<file path="src/rtl/digit_scan_pkg.sv">
// Shared constants and types for the multiplexed 7-segment scan controller.
// Latency: n/a (declarations only).
// Backpressure: n/a.
package digit_scan_pkg;

  // Code the downstream decoder renders as a dash; codes pass through untouched.
  localparam logic [3:0] CODE_DASH = 4'hA;

  // Default timing: clk cycles per digit slot and blanked cycles at slot start.
  localparam int DEF_N_DIGITS     = 4;
  localparam int DEF_SCAN_DIV     = 50000;
  localparam int DEF_BLANK_CYCLES = 16;

  // Phase within a digit slot: selects forced off, then the digit is shown.
  typedef enum logic {
    BLANK = 1'b0,
    SHOW  = 1'b1
  } phase_e;

endpackage

</file>
<file path="src/rtl/digit_scan_prescaler.sv">
// Slot counter pair (cnt within slot, idx of digit) plus the BLANK/SHOW phase FSM.
// Latency: slot_start/frame_start/idx_next/show_next describe the state the next edge enters.
// Backpressure: none; free-running from reset release.
module scan_prescaler
  import digit_scan_pkg::*;
#(
  parameter int N_DIGITS     = DEF_N_DIGITS,
  parameter int SCAN_DIV     = DEF_SCAN_DIV,
  parameter int BLANK_CYCLES = DEF_BLANK_CYCLES,
  localparam int IDX_W       = (N_DIGITS > 1) ? $clog2(N_DIGITS) : 1
) (
  input  logic             clk,
  input  logic             rst_n,
  output logic             slot_start,
  output logic             frame_start,
  output logic [IDX_W-1:0] idx_next,
  output logic             show_next
);

  localparam int CNT_W = $clog2(SCAN_DIV);

  localparam logic [CNT_W-1:0] CNT_LAST  = CNT_W'(SCAN_DIV - 1);
  localparam logic [CNT_W-1:0] BLANK_END = CNT_W'(BLANK_CYCLES - 1);
  localparam logic [IDX_W-1:0] IDX_LAST  = IDX_W'(N_DIGITS - 1);

  logic [CNT_W-1:0] cnt;
  logic [IDX_W-1:0] idx;
  phase_e           phase;
  phase_e           phase_nxt;

  // The coming edge leaves the last cycle of a slot; entering slot 0 marks a frame.
  assign slot_start  = (cnt == CNT_LAST);
  assign frame_start = slot_start && (idx == IDX_LAST);

  // Digit index advances on slot wrap, ascending and wrapping back to 0.
  always_comb begin
    idx_next = idx;
    if (slot_start) begin
      idx_next = (idx == IDX_LAST) ? '0 : idx + 1'b1;
    end
  end

  // Slot counter and digit index registers.
  always_ff @(posedge clk or negedge rst_n) begin
    if (!rst_n) begin
      cnt <= '0;
      idx <= '0;
    end else begin
      cnt <= slot_start ? '0 : cnt + 1'b1;
      idx <= idx_next;
    end
  end

  // Phase state register.
  always_ff @(posedge clk or negedge rst_n) begin
    if (!rst_n) begin
      phase <= BLANK;
    end else begin
      phase <= phase_nxt;
    end
  end

  // Next phase: SHOW once BLANK_CYCLES have elapsed, back to BLANK on every slot wrap.
  always_comb begin
    phase_nxt = phase;
    case (phase)
      BLANK:   if (cnt == BLANK_END) phase_nxt = SHOW;
      SHOW:    if (slot_start)       phase_nxt = BLANK;
      default: phase_nxt = BLANK;
    endcase
  end

  // Phase output: lets the owner of the registered select compute its next value.
  always_comb begin
    show_next = (phase_nxt == SHOW);
  end

endmodule

</file>
<file path="src/rtl/digit_scan.sv">
// Scan controller: tear-free shadow/pending value buffer, digit rotation, lz suppression.
// Latency: all outputs registered; a load reaches the display at the next slot-0 entry.
// Backpressure: none; load always accepted, last load before a frame edge wins.
module digit_scan
  import digit_scan_pkg::*;
#(
  parameter int N_DIGITS     = DEF_N_DIGITS,
  parameter int SCAN_DIV     = DEF_SCAN_DIV,
  parameter int BLANK_CYCLES = DEF_BLANK_CYCLES
) (
  input  logic                  clk,
  input  logic                  rst_n,
  input  logic                  load,
  input  logic [4*N_DIGITS-1:0] value,
  input  logic                  lz_en,
  output logic [3:0]            code,
  output logic [N_DIGITS-1:0]   sel,
  output logic                  frame,
  output logic                  pending
);

  localparam int IDX_W = (N_DIGITS > 1) ? $clog2(N_DIGITS) : 1;

  typedef logic [N_DIGITS-1:0][3:0] digits_t;

  logic             slot_start;
  logic             frame_start;
  logic [IDX_W-1:0] idx_next;
  logic             show_next;

  digits_t               value_d;
  digits_t               shadow;
  digits_t               shadow_nxt;
  digits_t               pend_buf;
  logic                  pend_vld;
  logic                  transfer;
  logic [N_DIGITS-1:0]   zero_from;
  logic                  hidden;
  logic [N_DIGITS-1:0]   sel_d;

  scan_prescaler #(
    .N_DIGITS     (N_DIGITS),
    .SCAN_DIV     (SCAN_DIV),
    .BLANK_CYCLES (BLANK_CYCLES)
  ) u_prescaler (
    .clk         (clk),
    .rst_n       (rst_n),
    .slot_start  (slot_start),
    .frame_start (frame_start),
    .idx_next    (idx_next),
    .show_next   (show_next)
  );

  assign value_d = value;

  // Pending value moves into the display only on the edge entering slot 0.
  assign transfer   = frame_start && pend_vld;
  assign shadow_nxt = transfer ? pend_buf : shadow;

  // Displayed value register.
  always_ff @(posedge clk or negedge rst_n) begin
    if (!rst_n) begin
      shadow <= '0;
    end else begin
      shadow <= shadow_nxt;
    end
  end

  // Pending buffer: a load on the transfer edge re-arms it with the new value.
  always_ff @(posedge clk or negedge rst_n) begin
    if (!rst_n) begin
      pend_buf <= '0;
      pend_vld <= 1'b0;
    end else if (load) begin
      pend_buf <= value_d;
      pend_vld <= 1'b1;
    end else if (transfer) begin
      pend_vld <= 1'b0;
    end
  end

  // zero_from[i]: digits i..N_DIGITS-1 of the displayed value are all zero.
  always_comb begin
    zero_from = '0;
    for (int i = 0; i < N_DIGITS; i++) begin
      zero_from[i] = 1'b1;
      for (int j = i; j < N_DIGITS; j++) begin
        if (shadow[j] != 4'h0) zero_from[i] = 1'b0;
      end
    end
  end

  // Next select: one-hot digit in SHOW unless it is a suppressed leading zero.
  // The shadow only changes on entry to a BLANK cycle, so the current shadow is
  // the right one whenever the next cycle is SHOW.
  always_comb begin
    hidden = lz_en && (idx_next != '0) && zero_from[idx_next];
    sel_d  = '0;
    if (show_next && !hidden) begin
      sel_d[idx_next] = 1'b1;
    end
  end

  // Output registers; code moves only on slot entry, which is always a blanked cycle.
  always_ff @(posedge clk or negedge rst_n) begin
    if (!rst_n) begin
      code  <= 4'h0;
      sel   <= '0;
      frame <= 1'b0;
    end else begin
      if (slot_start) begin
        code <= shadow_nxt[idx_next];
      end
      sel   <= sel_d;
      frame <= frame_start;
    end
  end

  assign pending = pend_vld;

endmodule
</file>
<file path="config.mk">
export PLATFORM = sky130hd
export DESIGN_NAME = digit_scan
export DESIGN_NICKNAME = d
export VERILOG_FILES = /design/src/rtl/digit_scan_pkg.sv /design/src/rtl/digit_scan_prescaler.sv /design/src/rtl/digit_scan.sv
export SDC_FILE = /design/constraint.sdc
export NUM_CORES = 1
export LEC_CHECK = 0
export BUFFER_PORTS_ARGS = -buffer_cell sky130_fd_sc_hd__buf_2
export CAP_MARGIN = 40
export CORE_ASPECT_RATIO = 1.2
export CORE_MARGIN = 8
export CORE_UTILIZATION = 35
export DETAILED_ROUTE_END_ITERATION = 8
export HOLD_SLACK_MARGIN = 0.1
export PLACE_DENSITY = 0.59
export SKIP_CTS_REPAIR_TIMING = 1
export SYNTH_ARGS = -nofsm -noshare
export SYNTH_HDL_FRONTEND = slang
export SYNTH_SLANG_ARGS = --single-unit
</file>
<file path="constraint.sdc">
create_clock -name clk -period 4 [get_ports clk]
set_input_delay 0.8 -clock clk [delete_from_list [all_inputs] [get_ports clk]]
set_output_delay 0.8 -clock clk [all_outputs]
set_load 0.01 [all_outputs]
</file>
==> results of run 1 <==
-- power by group through the flow --
| stage | Combinational, mW | Clock [mW] | Sequential (mW) |
|---|---|---|---|
| after global routing | 0.0506 | 0.743 | 0.645 |
| after floorplan | 0.0201 | 0 | 0.650 |
| after global placement | 0.0428 | 0 | 0.655 |
| final | 0.0440 | 0.705 | 0.643 |
| after detailed placement | 0.0460 | 0 | 0.655 |
| after CTS | 0.0459 | 0.717 | 0.643 |
-- cell usage in the layout, fill, tap and decap left out, types with 6 or more instances in the layout --
master / netlist / layout
o21ai_0: 8 / 8
dfrtp_1: 61 / 61
nand3_1: 8 / 8
and3_1: 6 / 6
mux2i_1: 8 / 8
xor2_1: 6 / 6
nand2_1: 43 / 43
inv_1: 10 / 10
mux2_2: 16 / 16
buf_2: 0 / 30
nor2_1: 15 / 15
a32o_1: 8 / 8
xnor2_1: 8 / 8
clkbuf_8: 0 / 12
-- registers in the layout (all words and copies together), names as in the netlist --
register           count
frame                  1
pending                1
pend_buf              16
u_prescaler.phase      1
u_prescaler.idx        2
shadow                16
sel                    4
u_prescaler.cnt       16
code                   4
-- stage by stage --
stage               power [mW]  area (um2)  instances
finish                    1.39        3210        371
global route              1.44        3210        371
CTS                       1.41        3210        371
detailed placement       0.701        2950        355
global placement         0.698        2930        353
floorplan                0.670        2700        237
-- layout make-up --
type / count / share of cell area
Multi-Input combinational cell: 160 / 0.342
Clock buffer: 13 / 0.0526
Tap cell: 92 / 0.0358
Inverter: 10 / 0.0117
Clock inverter: 3 / 0.0280
Timing Repair Buffer: 32 / 0.0553
Sequential cell: 61 / 0.475
-- per-layer routing --
layer,vias to the layer above,GRT usage,wire length (um)
met4,0,0.0658,148
li1,906,-,-
met1,957,0.138,2520
met3,11,0.0354,197
met5,-,0,0
met2,40,0.185,2850
-- final timing paths --
path                                          from                  to  slack [ps]  cells after the start
worst min-delay path                         rst_n  u_prescaler.cnt[8]         310                      1
worst min register to register           shadow[3]           shadow[3]         490                      2
min in group clk                         shadow[3]           shadow[3]         490                      2
worst max register to register  u_prescaler.cnt[0]             code[3]        1400                      7
worst max-delay path            u_prescaler.cnt[0]             code[3]        1400                      7
max in group asynchronous                    rst_n        pend_buf[13]        3170                      2
-- cells by family (layout without fill, tap and decap cells) --
kind of cell	count (synthesis)	after routing	synth area share
compound gates	28	28	0.0876
xor+xnor	14	14	0.0454
fa+ha+maj	2	2	0.00927
buf+inv	16	58	0.0278
flops	61	61	0.566
mux	24	24	0.0964
simple gates	92	92	0.168
==> out/results.tsv, run 1 <==
stage	metric	value	unit
sta	max_freq	384	MHz
floorplan	num_io_pins	30	
status	outcome	complete, no violations	
finish	diodes	0	
logic_synthesis	avgSynthCellArea	11.4	um2
pwr	power.net_switching	270	uW
sta	setup_viol	0	
routing	first_pass_iters	4	
floorplan	die_y	112	um
worst_setup_path	start_kind	register	
min_path	min_path_type	in -> async	
routing	vias	1914	
worst_setup_path	path_cells	ha_1 > and3_1 > nand3_2 > nor3_4 > mux2i_1 > a32o_1 > o31ai_2	
sta	post-route-min-period	2600	ps
worst_setup_path	cp_slowest_cell	nor3_4	
clocking	cts_tree	done	
logic_synthesis	yosysMostFrequentCell	dfrtp_1	
routing	drt_wl_total	5.72	mm
pwr	power_frac_comb	0.032	
logic_synthesis	synth.area.top_cells	dfrtp_1, mux2_2, nand2_1	
pwr	pwr_density_cell	433	nW/um2
clocking	cts_sinks	61	
finish	num-fill-cells	759	
grt	grt_usage	0.118	
sta	postLayoutSetupSlackWorst	1400	ps
sta	worstMarginPinSlew	802	ps
place	pre_cts_slack	1380	ps
sta	finalHoldViolCount	0	
sta	fin_hold_ws	307	ps
logic_synthesis	ys_ff_latch	61	
pwr	p_leak	1.58	nW
finish	seq_area	1530	um2
sta	rsz0062_at_grt	no	
floorplan	num_rows	35	
run	drv_cap	0	
floorplan	start_util	0.356	
floorplan	die_w	96.2	um
grt	grt_max_degree	34	
floorplan	dieArea	10800	um2
sta	slew_violations	0	
routing	wl_per_cell	15.4	um
logic_synthesis	synth_area	2700	um2
finish	final_util	0.424	
finish	syn2layout_area_growth	19.1	%
routing	viasPerCell	5.16	
sta	period_share	0.651	
finish	drive_gt1_frac	0.254	
sta	slew_headroom	0.461	
pwr	p_sw_frac	0.194	
sta	fin_tns_setup	0	ps
routing	route.detailed.drc	0	
worst_setup_path	critPathKind	reg -> reg	
grt	antenna_found_initial	0	
logic_synthesis	syn-num-nets	259	
place	io_buffer_count	29	
clocking	cts.clk_slew.worst_paths	70	ps
logic_synthesis	yosysTopAreaCell	dfrtp_1	
logic_synthesis	synth_cells	237	
clocking	ctsRootBufferMaster	clkbuf_8	
grt	grt_pass1_wl	9.78	mm
worst_setup_path	worstSetupEndpointType	register	
worst_setup_path	max_stage_delay	720	ps
worst_setup_path	required	4250	ps
place	hpwl	4.22	mm
sta	finalClockSkew	7.51	ps
pwr	peakVddDrop	0.250	mV
logic_synthesis	synth_common_cells	dfrtp_1, nand2_1, mux2_2, nor2_1, inv_1	
logic_synthesis	ys_warn_count	0	
logic_synthesis	synth_top_cell_area_share	0.566	
clocking	numCtsBuffers	9	
worst_setup_path	cp.buffers_inverters	0	
routing	ant_nets	0	
clocking	htreeDepth	3	
pwr	power_frac_seq	0.462	
worst_setup_path	crit_family	simple AND/OR/NAND/NOR gates	
logic_synthesis	synth_top_flop_cell	dfrtp_1	
routing	first_iter_violations	62	
worst_setup_path	crit_path_max_fanout	16	
grt	gr-total-overflow	0	
floorplan	coreArea	7580	um2
clocking	clock_latency	340	ps
worst_setup_path	arrival	2860	ps
pwr	p_clk_frac	0.506	
finish	nets	296	
pwr	cell_internal_pwr	1.12	mW
logic_synthesis	synth_cell_types	33	
finish	multi_input_area	1100	um2
logic_synthesis	synth_seq_area_share	0.566	
clocking	clock_path_buffers	2	
place	gp_congestion	0.794	
grt	grt_pass1_vias	2057	
logic_synthesis	ys_async_sr_fraction	1.00	
logic_synthesis	synth_edf_count	0	
Power figures use the tool's default switching activity.
==> inputs of run 2 (changes only) <==
--- a/config.mk
+++ b/config.mk
@@ -12,7 +12,7 @@
 export CORE_UTILIZATION = 35
 export DETAILED_ROUTE_END_ITERATION = 8
 export HOLD_SLACK_MARGIN = 0.1
-export PLACE_DENSITY = 0.59
+export PLACE_DENSITY = 0.61
 export SKIP_CTS_REPAIR_TIMING = 1
 export SYNTH_ARGS = -nofsm -noshare
 export SYNTH_HDL_FRONTEND = slang
==> constraint.sdc (replaced) <==
create_clock -name clk -period 2.14 [get_ports clk]
set_input_delay 0.428 -clock clk [delete_from_list [all_inputs] [get_ports clk]]
set_output_delay 0.428 -clock clk [all_outputs]
set_load 0.01 [all_outputs]
==> run 2 against run 1 <==
Net effect:
- sequential cell count did not move
- clock power increased by 67%
- non-clock buffer count rose by 18
- sequential power is 87% higher
- maximum frequency grew 30%
- worst hold slack worse by 230 ps
- critical path depth grew 1
- highest routed layer unchanged
==> out/results.tsv, run 2 (synthesized netlist as in run 1, its figures left out) <==
stage	metric	value	unit
worst_setup_path	cpMostUsedCell	buf_4	
routing	viasPerCell	5.01	
routing	ant_nets	0	
sta	finalHoldViolCount	0	
worst_setup_path	crit_path_max_fanout	6	
sta	slew_headroom	0.663	
clocking	cts_sinks	61	
place	pre_cts_slack	37.8	ps
grt	grt_pass1_vias	2127	
routing	first_iter_violations	86	
grt	grt_pass1_wl	10.1	mm
finish	syn2layout_area_growth	24.8	%
min_path	min_path_type	in -> async	
finish	nets	314	
sta	finalClockSkew	8.35	ps
worst_setup_path	worstSetupEndpointType	register	
worst_setup_path	arrival	2260	ps
sta	max_freq	498	MHz
routing	vias	1948	
grt	antenna_found_initial	0	
sta	post-route-min-period	2010	ps
floorplan	num_rows	35	
finish	drive_gt1_frac	0.323	
worst_setup_path	critPathKind	reg -> reg	
clocking	numCtsBuffers	9	
clocking	cts.clk_slew.worst_paths	70	ps
pwr	power.total	2.46	mW
pwr	p_leak	1.66	nW
finish	num-fill-cells	721	
grt	grt_max_degree	62	
floorplan	num_io_pins	30	
finish	final_common_cell	dfrtp_1	
floorplan	dieArea	10800	um2
sta	setup_viol	0	
clocking	clock_path_buffers	2	
pwr	peakVddDrop	0.412	mV
worst_setup_path	start_kind	register	
place	hpwl	4.24	mm
worst_setup_path	required	2390	ps
finish	final_cells	389	
floorplan	die_w	96.2	um
routing	first_pass_iters	4	
sta	fin_hold_ws	75.0	ps
floorplan	coreArea	7580	um2
place	gp_congestion	0.782	
finish	final_util	0.445	
place	dpl.cell_count	370	
sta	postLayoutSetupSlackWorst	133	ps
clocking	ctsRootBufferMaster	clkbuf_8	
status	outcome	complete, no violations	
clocking	htreeDepth	3	
floorplan	start_util	0.356	
routing	route.detailed.drc	0	
worst_setup_path	cp_slowest_cell	dfrtp_2	
routing	wl_per_cell	15.3	um
finish	final_cell_mix	dfrtp_1, nand2_1, buf_2	
grt	grt_usage	0.122	
finish	reg_top3	pend_buf: 16 flops, shadow: 16 flops, u_prescaler.cnt: 16 flops	
floorplan	die_y	112	um
pwr	pwr_density_cell	729	nW/um2
clocking	clock_latency	340	ps
routing	drt_wl_total	5.96	mm
sta	period_share	0.938	
sta	worstMarginPinSlew	502	ps
finish	diodes	0	
grt	gr-total-overflow	0	
worst_setup_path	max_stage_delay	440	ps
clocking	cts_tree	done	
run	drv_cap	0	
sta	slew_violations	0	
place	io_buffer_count	29	
worst_setup_path	path_cells	nor4_4 > nand3_4 > buf_4 > o21ai_0 > o21ai_1 > buf_4 > a32o_1 > o31ai_2	
## run 2: cell type report
type / instances / area, um2 / area share
Inverter: 10 / 37.5 / 0.0111
Clock buffer: 12 / 155 / 0.0461
Clock inverter: 4 / 70.1 / 0.0208
Timing Repair Buffer: 50 / 332 / 0.0984
Sequential cell: 61 / 1530 / 0.454
Multi-Input combinational cell: 160 / 1130 / 0.336
Tap cell: 92 / 115 / 0.0342
## run 2: power by group
group          internal [mW]  switching (mW)  total (mW)
combinational         0.0434          0.0378      0.0812
clock                  0.716           0.459        1.18
sequential              1.18          0.0164        1.20
total                   1.94           0.513        2.46
## run 2: metrics by stage
step	setup TNS, ps	area [um2]
6_report	0	3370
5_1_grt	-4.81	3370
4_1_cts	0	3310
3_5_place_dp	0	3080
3_3_place_gp	0	3080
2_1_floorplan	0	2700
## run 2: critical path, delay by kind of cell (launching register included)
| kind | cells | cell delay (ps) |
|---|---|---|
| AOI/OAI and AO/OA | 4 | 660 |
| buffers and inverters | 2 | 340 |
| DFF | 1 | 440 |
| and+or+nand+nor | 2 | 480 |
## run 2: per-layer routing
metal  GRT usage  wire (um)
met1       0.146       2620
met2       0.193       3020
met3      0.0354        209
met4      0.0555        112
met5           0          0
## run 2: worst paths after layout
| path | cells after the start | to | slack, ps | startpoint |
|---|---|---|---|---|
| worst max-delay path | 8 | code[0] | 130 | u_prescaler.cnt[12] |
| min in group clk | 2 | pend_buf[1] | 310 | value[1] |
| max in group asynchronous | 2 | shadow[4] | 1780 | rst_n |
| worst min-delay path | 2 | u_prescaler.cnt[3] | 70 | rst_n |
| worst min register to register | 2 | shadow[14] | 490 | pend_buf[14] |
| worst max register to register | 8 | code[0] | 130 | u_prescaler.cnt[12] |
